File: src/rtl/uart8250_rx.sv
// Receive half of the 8250-style UART: 8N1 deserialiser, small RX FIFO, and the RBR/LSR read port.
// The line is double-flopped; every sampling decision uses the synchronised copy.
module uart8250_rx #(
  parameter int CLKS_PER_BIT = 16,
  parameter int FIFO_DEPTH   = 4
) (
  input  logic       clk,
  input  logic       rstn,
  input  logic       rx_i,
  input  logic       rvalid,
  input  logic [2:0] raddr,
  output logic [7:0] rdata,
  output logic       dr_o
);

  localparam int CW = $clog2(CLKS_PER_BIT);
  localparam int AW = $clog2(FIFO_DEPTH);
  localparam logic [CW-1:0] HALF_C  = CW'(CLKS_PER_BIT / 2 - 1);
  localparam logic [CW-1:0] FULL_C  = CW'(CLKS_PER_BIT - 1);
  localparam logic [AW:0]   DEPTH_C = (AW + 1)'(FIFO_DEPTH);

  typedef enum logic [2:0] {
    S_IDLE,
    S_START,
    S_DATA,
    S_STOP,
    S_WAITHI
  } state_t;

  logic            r_sync1, r_sync2;
  state_t          r_state, w_state_nxt;
  logic [CW-1:0]   r_cnt, w_cnt_nxt;
  logic [2:0]      r_bitidx, w_bitidx_nxt;
  logic [7:0]      r_shift, w_shift_nxt;
  logic [7:0]      r_mem [FIFO_DEPTH];
  logic [AW-1:0]   r_wptr, r_rptr;
  logic [AW:0]     r_count;
  logic            r_oe, r_fe;
  logic [7:0]      r_rdata;

  logic            w_rx_s;
  logic            w_push, w_fe_set;
  logic            w_empty, w_full;
  logic            w_rd_rbr, w_rd_lsr;
  logic            w_pop, w_push_ok, w_oe_set;
  logic [7:0]      w_lsr;

  assign w_rx_s = r_sync2;

  always_ff @(posedge clk) begin
    if (!rstn) begin
      r_sync1 <= 1'b1;
      r_sync2 <= 1'b1;
    end else begin
      r_sync1 <= rx_i;
      r_sync2 <= r_sync1;
    end
  end

  always_ff @(posedge clk) begin
    if (!rstn) begin
      r_state  <= S_IDLE;
      r_cnt    <= '0;
      r_bitidx <= '0;
      r_shift  <= '0;
    end else begin
      r_state  <= w_state_nxt;
      r_cnt    <= w_cnt_nxt;
      r_bitidx <= w_bitidx_nxt;
      r_shift  <= w_shift_nxt;
    end
  end

  // Start is re-checked at mid-bit so short low glitches are rejected; every later sample is one bit apart.
  always_comb begin
    w_state_nxt  = r_state;
    w_cnt_nxt    = r_cnt - CW'(1);
    w_bitidx_nxt = r_bitidx;
    w_shift_nxt  = r_shift;
    w_push       = 1'b0;
    w_fe_set     = 1'b0;
    case (r_state)
      S_IDLE: begin
        w_cnt_nxt = r_cnt;
        if (!w_rx_s) begin
          w_state_nxt = S_START;
          w_cnt_nxt   = HALF_C;
        end
      end
      S_START: begin
        if (r_cnt == '0) begin
          if (!w_rx_s) begin
            w_state_nxt  = S_DATA;
            w_cnt_nxt    = FULL_C;
            w_bitidx_nxt = '0;
          end else begin
            w_state_nxt = S_IDLE;
          end
        end
      end
      S_DATA: begin
        if (r_cnt == '0) begin
          w_shift_nxt = {w_rx_s, r_shift[7:1]};
          w_cnt_nxt   = FULL_C;
          if (r_bitidx == 3'd7) begin
            w_state_nxt = S_STOP;
          end else begin
            w_bitidx_nxt = r_bitidx + 3'd1;
          end
        end
      end
      S_STOP: begin
        if (r_cnt == '0) begin
          if (w_rx_s) begin
            w_push      = 1'b1;
            w_state_nxt = S_IDLE;
          end else begin
            w_fe_set    = 1'b1;
            w_state_nxt = S_WAITHI;
          end
        end
      end
      S_WAITHI: begin
        w_cnt_nxt = r_cnt;
        if (w_rx_s) begin
          w_state_nxt = S_IDLE;
        end
      end
      default: begin
        w_state_nxt = S_IDLE;
      end
    endcase
  end

  // Read port: each cycle with rvalid=1 is exactly one read; its data and side effects land on that edge.
  assign w_empty   = (r_count == '0);
  assign w_full    = (r_count == DEPTH_C);
  assign w_rd_rbr  = rvalid && (raddr == 3'd0);
  assign w_rd_lsr  = rvalid && (raddr == 3'd5);
  assign w_pop     = w_rd_rbr && !w_empty;
  assign w_push_ok = w_push && (!w_full || w_pop);
  assign w_oe_set  = w_push && w_full && !w_pop;
  assign w_lsr     = {1'b0, 1'b1, 1'b1, 1'b0, r_fe, 1'b0, r_oe, !w_empty};

  always_ff @(posedge clk) begin
    if (w_push_ok) begin
      r_mem[r_wptr] <= r_shift;
    end
  end

  always_ff @(posedge clk) begin
    if (!rstn) begin
      r_wptr  <= '0;
      r_rptr  <= '0;
      r_count <= '0;
    end else begin
      if (w_push_ok) r_wptr <= r_wptr + AW'(1);
      if (w_pop)     r_rptr <= r_rptr + AW'(1);
      case ({w_push_ok, w_pop})
        2'b10:   r_count <= r_count + (AW + 1)'(1);
        2'b01:   r_count <= r_count - (AW + 1)'(1);
        default: r_count <= r_count;
      endcase
    end
  end

  // A fresh error in the same cycle as the clearing LSR read keeps the flag set.
  always_ff @(posedge clk) begin
    if (!rstn) begin
      r_oe <= 1'b0;
      r_fe <= 1'b0;
    end else begin
      r_oe <= w_rd_lsr ? w_oe_set : (r_oe | w_oe_set);
      r_fe <= w_rd_lsr ? w_fe_set : (r_fe | w_fe_set);
    end
  end

  always_ff @(posedge clk) begin
    if (!rstn) begin
      r_rdata <= 8'h00;
    end else if (rvalid) begin
      case (raddr)
        3'd0:    r_rdata <= w_empty ? 8'h00 : r_mem[r_rptr];
        3'd5:    r_rdata <= w_lsr;
        default: r_rdata <= 8'h00;
      endcase
    end
  end

  assign rdata = r_rdata;
  assign dr_o  = !w_empty;

endmodule

File: config.mk
export PLATFORM = sky130hd
export DESIGN_NAME = uart8250_rx
export DESIGN_NICKNAME = d
export VERILOG_FILES = /design/src/rtl/uart8250_rx.sv
export SDC_FILE = /design/constraint.sdc
export NUM_CORES = 1
export LEC_CHECK = 0
export CAP_MARGIN = 10
export CORE_MARGIN = 5
export CORE_UTILIZATION = 52
export DETAILED_ROUTE_END_ITERATION = 8
export GPL_ROUTABILITY_DRIVEN = 1
export PLACE_DENSITY = 0.71
export SLEW_MARGIN = 20
export SYNTH_ARGS = -nofsm -noshare
export SYNTH_HDL_FRONTEND = slang
export SYNTH_SLANG_ARGS = --single-unit
File: constraint.sdc
create_clock -name clk -period 3.5 [get_ports clk]
set_input_delay 0.35 -clock clk [delete_from_list [all_inputs] [get_ports clk]]
set_output_delay 0.35 -clock clk [all_outputs]
set_load 0.01 [all_outputs]
[After elaboration in Yosys (flattened, before gate mapping)]
Memories as Yosys holds them, arrays and structs flattened. A register that Yosys moved wholly into a read port is not among the register bits.
Index checks and enable logic that the tools add are counted.
Operators by class
  bitwise logic cells: 3
  $add $sub $neg: 6
  divide/modulo/power cells: 0
  multipliers: 0
  muxes and demuxes: 34
  equal/unequal tests: 17
  reduce and logical (&&, ||, !) cells: 20
  order comparisons: 0
  shift operators: 0
Operators by type and width (number)
  two-way mux 3 bit: 11
  two-way mux 4 bit: 4
  inequality test 2 bit, second input constant: 8
  one-hot mux 4 bit (4 select lines): 1
  one-hot mux 8 bit (2 select lines): 1
  one-hot mux 3 bit (5 select lines): 1
  == test 3 bit, second input constant: 4
  one-hot mux 3 bit (2 select lines): 2
  two-way mux 1 bit: 10
  logical NOT 3 bit: 3
  two-way mux 8 bit: 1
  adder 3 x 1 -> 3 bit, second input constant: 2
  == test 3 x 2 -> 1 bit, second input constant: 2
  logical AND 1 bit: 6
  two-way mux 2 bit: 3
  AND reduction 6 bit: 1
  AND reduction 5 bit: 1
  adder 2 x 1 -> 2 bit, second input constant: 2
  logical NOT 4 bit: 1
  AND reduction 2 bit: 2
  nonzero test 2 bit: 2
  subtractor 4 x 1 -> 4 bit, second input constant: 1
  == test 3 x 1 -> 1 bit, second input constant: 1
  logical NOT 1 bit: 3
  other kinds (6): 7
Word-level totals
  latch bits: 0
  bits in registers: 37
  RAM bits: 32
  memories kept: 1
  word-level logic and storage cells: 93
  input bits: 7
  ROM bits: 0
Memory list
  r_mem: depth 4, width 8, read ports 1, clocked after Yosys merged registers in 1, write ports 1, RTL line 35  | logic [7:0] r_mem [FIFO_DEPTH];

[Longest topological paths before layout]
  depth in word-level cells: 7
  mapped depth: 9
  gate-level depth less buffers: 8

[Worst setup path after synthesis]
OpenSTA, ideal clock, no wires.
  path type: flip-flop to flip-flop
  from: register r_cnt[0]
  to: register r_count[2]
  buffers on the path: 1
  period minus slack after synthesis: 2.059 ns
  data arrival time: 1.936 ns
  path slack: 1.441 ns
  cell stages (with the launch flop): 10
  path through: dfxtp_1 -> inv_1 -> ha_1 -> nor4bb_1 -> buf_2 -> a211oi_2 -> fa_1 -> a2111oi_4 -> a31oi_1 -> mux2i_1
On the way
  longest elaborated chain between the ends: 6
  elaborated cells between the ends (all ways): 8
  those cells by class: eq/ne: 2; mux: 3; reduce/logical: 3
Ends and longest elaborated chain
  start: declaration: RTL line 32  | logic [CW-1:0] r_cnt, w_cnt_nxt;
  start signal: assignment: RTL line 68  | r_cnt <= w_cnt_nxt;
  logical NOT 4 bit (*): RTL line 113  | if (r_cnt == '0) begin
  two-way mux 1 bit (*): RTL line 113
  two-way mux 1 bit (*): RTL line 82  | case (r_state)
  logical AND 1 bit (*): RTL line 141  | assign w_push_ok = w_push && (!w_full || w_pop);
  == test 2 x 1 -> 1 bit / == test 2 bit (equally long branches): RTL line 159  | case ({w_push_ok, w_pop})
  one-hot mux 3 bit (2 select lines) / nonzero test 2 bit (equally long branches)
  end signal: assignment: RTL line 160  | 2'b10: r_count <= r_count + (AW + 1)'(1);
  end signal: assignment: RTL line 161  | 2'b01: r_count <= r_count - (AW + 1)'(1);
  end signal: assignment: RTL line 162  | default: r_count <= r_count;
  end: declaration: RTL line 37  | logic [AW:0] r_count;
Every way passes the cells marked *; elsewhere a longest branch is shown, timed or not.
A chain may end at the register's enable or synchronous reset.

[Worst setup path after layout]
  from: register r_cnt[0]
  to: memory r_mem[1][4], enable pin
On the way
  longest elaborated chain between the ends: 6
Ends and longest elaborated chain
  logical NOT 4 bit: RTL line 113
  two-way mux 1 bit: RTL line 113
  two-way mux 1 bit: RTL line 82
  logical AND 1 bit: RTL line 141
  two-way mux 1 bit: RTL line 146  | if (w_push_ok) begin
  two-way mux 1 bit (not written as such): RTL line 147  | r_mem[r_wptr] <= r_shift;
  end: declaration: RTL line 35
Every way passes these cells.

==> qor.txt <==
Final #Nets: 278
CTS resizes: 0
CTS tree: done
Crit Path Max Fanout: 8
Max clock buf depth: 2
# setup viols final: 0
Fillers: 434
Max Clock Skew: 7.57 ps
Die Footprint: 0.00750 mm^2
Reg area: 0.00174 mm^2
Most used DFF post-synth: dfxtp_1
CTS buffer count: 9
Reg clk slew, reported paths: 70 ps
Number of flops mapped to enable cells by yosys: 32
P_leak: 1.22 nW
Max-Slew Margin vs Limit: 0.523
Post-synthesis sequential area ratio: 0.571
Vias in the first global route: 1833
Setup bufs post-CTS: 0
Hold Vio Cnt, Final: 0
Synth area leader: edfxtp_1
Syn avg cell area: 12.5 um^2
RSZ-0062 raised after global routing: no
Via/cell ratio: 5.56
Total gr overflow: 0
Largest cells by area after synthesis: edfxtp_1, dfxtp_1, mux4_2
# diodes: 0
Final WL: 5.23 mm
Vias: 1891
Post-synthesis cell area: 0.00305 mm^2
Residual DRC count: 0
Sequential share of power: 0.522
# H-tree levels: 3
Pin count of the biggest net entering global routing: 22
Maximum VDD drop: 269 uV
Crit-path cells: inv_1, ha_1, nor4bb_2, o211a_1, and2_1
Hold path startpoint: r_sync1
WP data arrival: 2500 ps
CORE AREA: 0.00561 mm^2
DIE WIDTH: 86.6 um
Maxcap violations: 0
Worst r2r path cells: 5
Crit-path max cell delay: 670 ps
Floorplan row count: 27
Startpoint types: flip-flop
I/O pins: 16
Wire per inst: 15.4 um
Drt pass-1 iters: 4
Warning count from the yosys run: 0
Setup TNS: 0 ps
Fin util: 0.624
Post-synthesis net count: 260
Yosys reg bits: 71
CP Capture Type: flip-flop
Cts hold-fix bufs: 0
Most common cell after layout, fill and taps aside: dfxtp_1
FF-to-FF End: r_mem[1][4]
CP Buf/Inv Count: 1
Clk pwr share: 0.430
Minimum hold slack: 417 ps
CTS sink cnt: 71
Crit path max-delay family: simple AND/OR/NAND/NOR gates
Critical path origin: r_cnt[0]
Worst Hold Class: flip-flop to flip-flop
Least-Margin Pin Slew: 706 ps
Layout cells sized above 1: 0.138
RR Startpoint: r_cnt[0]
WP depth: 5
WS Path Type: flip-flop to flip-flop
Initial antenna violation count: 0
Area occupied by multi-input gates: 0.00124 mm^2
Pwr Total: 0.00168 W
Worst-Skew Late Latency: 340 ps
Status: finished, final reports clean
Achievable Freq: 0.399 GHz
Port bufs: 15
Most frequent cells in the layout: dfxtp_1, edfxtp_1, nand2_1
Top-area cell type share of the netlist area: 0.315
Switching pwr: 0.000351 W
Initial Util: 0.544
Synth Instances: 245
Req. time, crit path: 3490 ps
Gpl congestion: 0.829
Cell variety after synth: 50
Die height: 86.6 um
Max stage delay cell, worst path: nor4bb_2
Fin crit period: 2510 ps
Switching part of the total power: 0.209
Cell chosen for the clock root: clkbuf_8
GRT Util Overall: 0.157
Final HPWL DP: 3.67 mm
Area Growth Syn to Fin: 14.7%
Pwr dens: 479 mW/mm^2
Synth async-reset ratio: 0
CP Capture Point: r_mem[1][4]
DR iter-0 viols: 84
First-pass GRT wire length: 8.97 mm
Final period utilization: 0.716
Internal: 0.00132 W
Flop2flop setup slack: 990 ps
Combinational power share: 0.049
ANT nets after route: 0
Slew Viols, Final: 0
==> flip-flops by register name, summed over array words and instances (netlist names), named ones only <==
register	count
r_cnt	4
r_count	3
r_wptr	2
r_fe	1
r_rptr	2
r_state	3
rdata	8
r_bitidx	3
r_sync1	1
r_sync2	1
r_shift	8
r_oe	1
r_mem	32
==> worst register-to-register path, delay by kind of cell (launching register included) <==
kind	cells	cell delay (ps)
DFF	1	340
adders and majority gates	1	200
and+or+nand+nor	2	1100
buffers and inverters	1	90
AOI/OAI and AO/OA	1	430
==> power by group through the flow <==
stage | clock, W | sequential, W | combinational, W
final | 0.000720 | 0.000874 | 0.0000816
after global placement | 0 | 0.000893 | 0.0000803
after CTS | 0.000733 | 0.000874 | 0.0000826
after detailed placement | 0 | 0.000893 | 0.0000814
after global routing | 0.000781 | 0.000875 | 0.0000900
after floorplan | 0 | 0.000890 | 0.0000546
==> routing by layer <==
metal	up-vias	share of wire	GRT usage
li1	931	-	-
met1	924	0.48	0.204
met2	29	0.46	0.244
met3	7	0.038	0.0428
met4	0	0.016	0.0765
met5	-	0	0
==> area by class of cell <==
type                    instances  share of cell area
repair buffers                 19              0.0515
multi-input cells             155               0.354
clock inverters                 5              0.0229
flip-flops and latches         71               0.498
well taps                      72              0.0258
clock buffers                  11              0.0404
inverters                       7             0.00751
==> cells by family after synthesis <==
| family | Yosys count | synth area share |
|---|---|---|
| AND/OR/NAND/NOR | 88 | 0.167 |
| flip-flops | 71 | 0.571 |
| AO/OA/AOI/OAI | 40 | 0.108 |
| buffers and inverters | 19 | 0.0250 |
| multiplexers | 15 | 0.0824 |
| adder cells (fa/ha/maj) | 8 | 0.0353 |
| XOR/XNOR | 4 | 0.0115 |
==> metrics by stage <==
step,instances,area (um^2),worst slack (ps)
after floorplan,245,3050,1440
after global placement,324,3280,954
after detailed placement,324,3280,917
after CTS,340,3500,970
after global routing,340,3500,816
final,340,3500,992
==> cell usage after synthesis (2+ instances only) <==
master / number
nor2_1: 9
mux4_2: 8
mux2i_1: 6
dfxtp_1: 39
a21boi_1: 4
nand3_1: 11
nor3b_1: 4
a22oi_1: 4
a31oi_1: 3
nand2_1: 21
nor3_1: 2
ha_1: 7
nor2b_1: 12
a21boi_0: 5
inv_1: 7
edfxtp_1: 32
buf_2: 4
a21oi_1: 3
o211a_1: 2
or3b_1: 2
a221oi_1: 2
o211ai_1: 2
o21a_1: 3
and2_1: 12
clkbuf_1: 8
xnor2_1: 4
a32oi_1: 2
nand2b_1: 5
==> worst min path at each step <==
stage / to / slack, ps / cells past startpoint
global placement: r_sync2 / 400 / 1
CTS: r_sync2 / 420 / 1
global route: r_sync2 / 440 / 1
detailed placement: r_sync2 / 400 / 1
floorplan: r_sync2 / 390 / 1
finish: r_sync2 / 420 / 1
(Power assumes the default switching activity.)
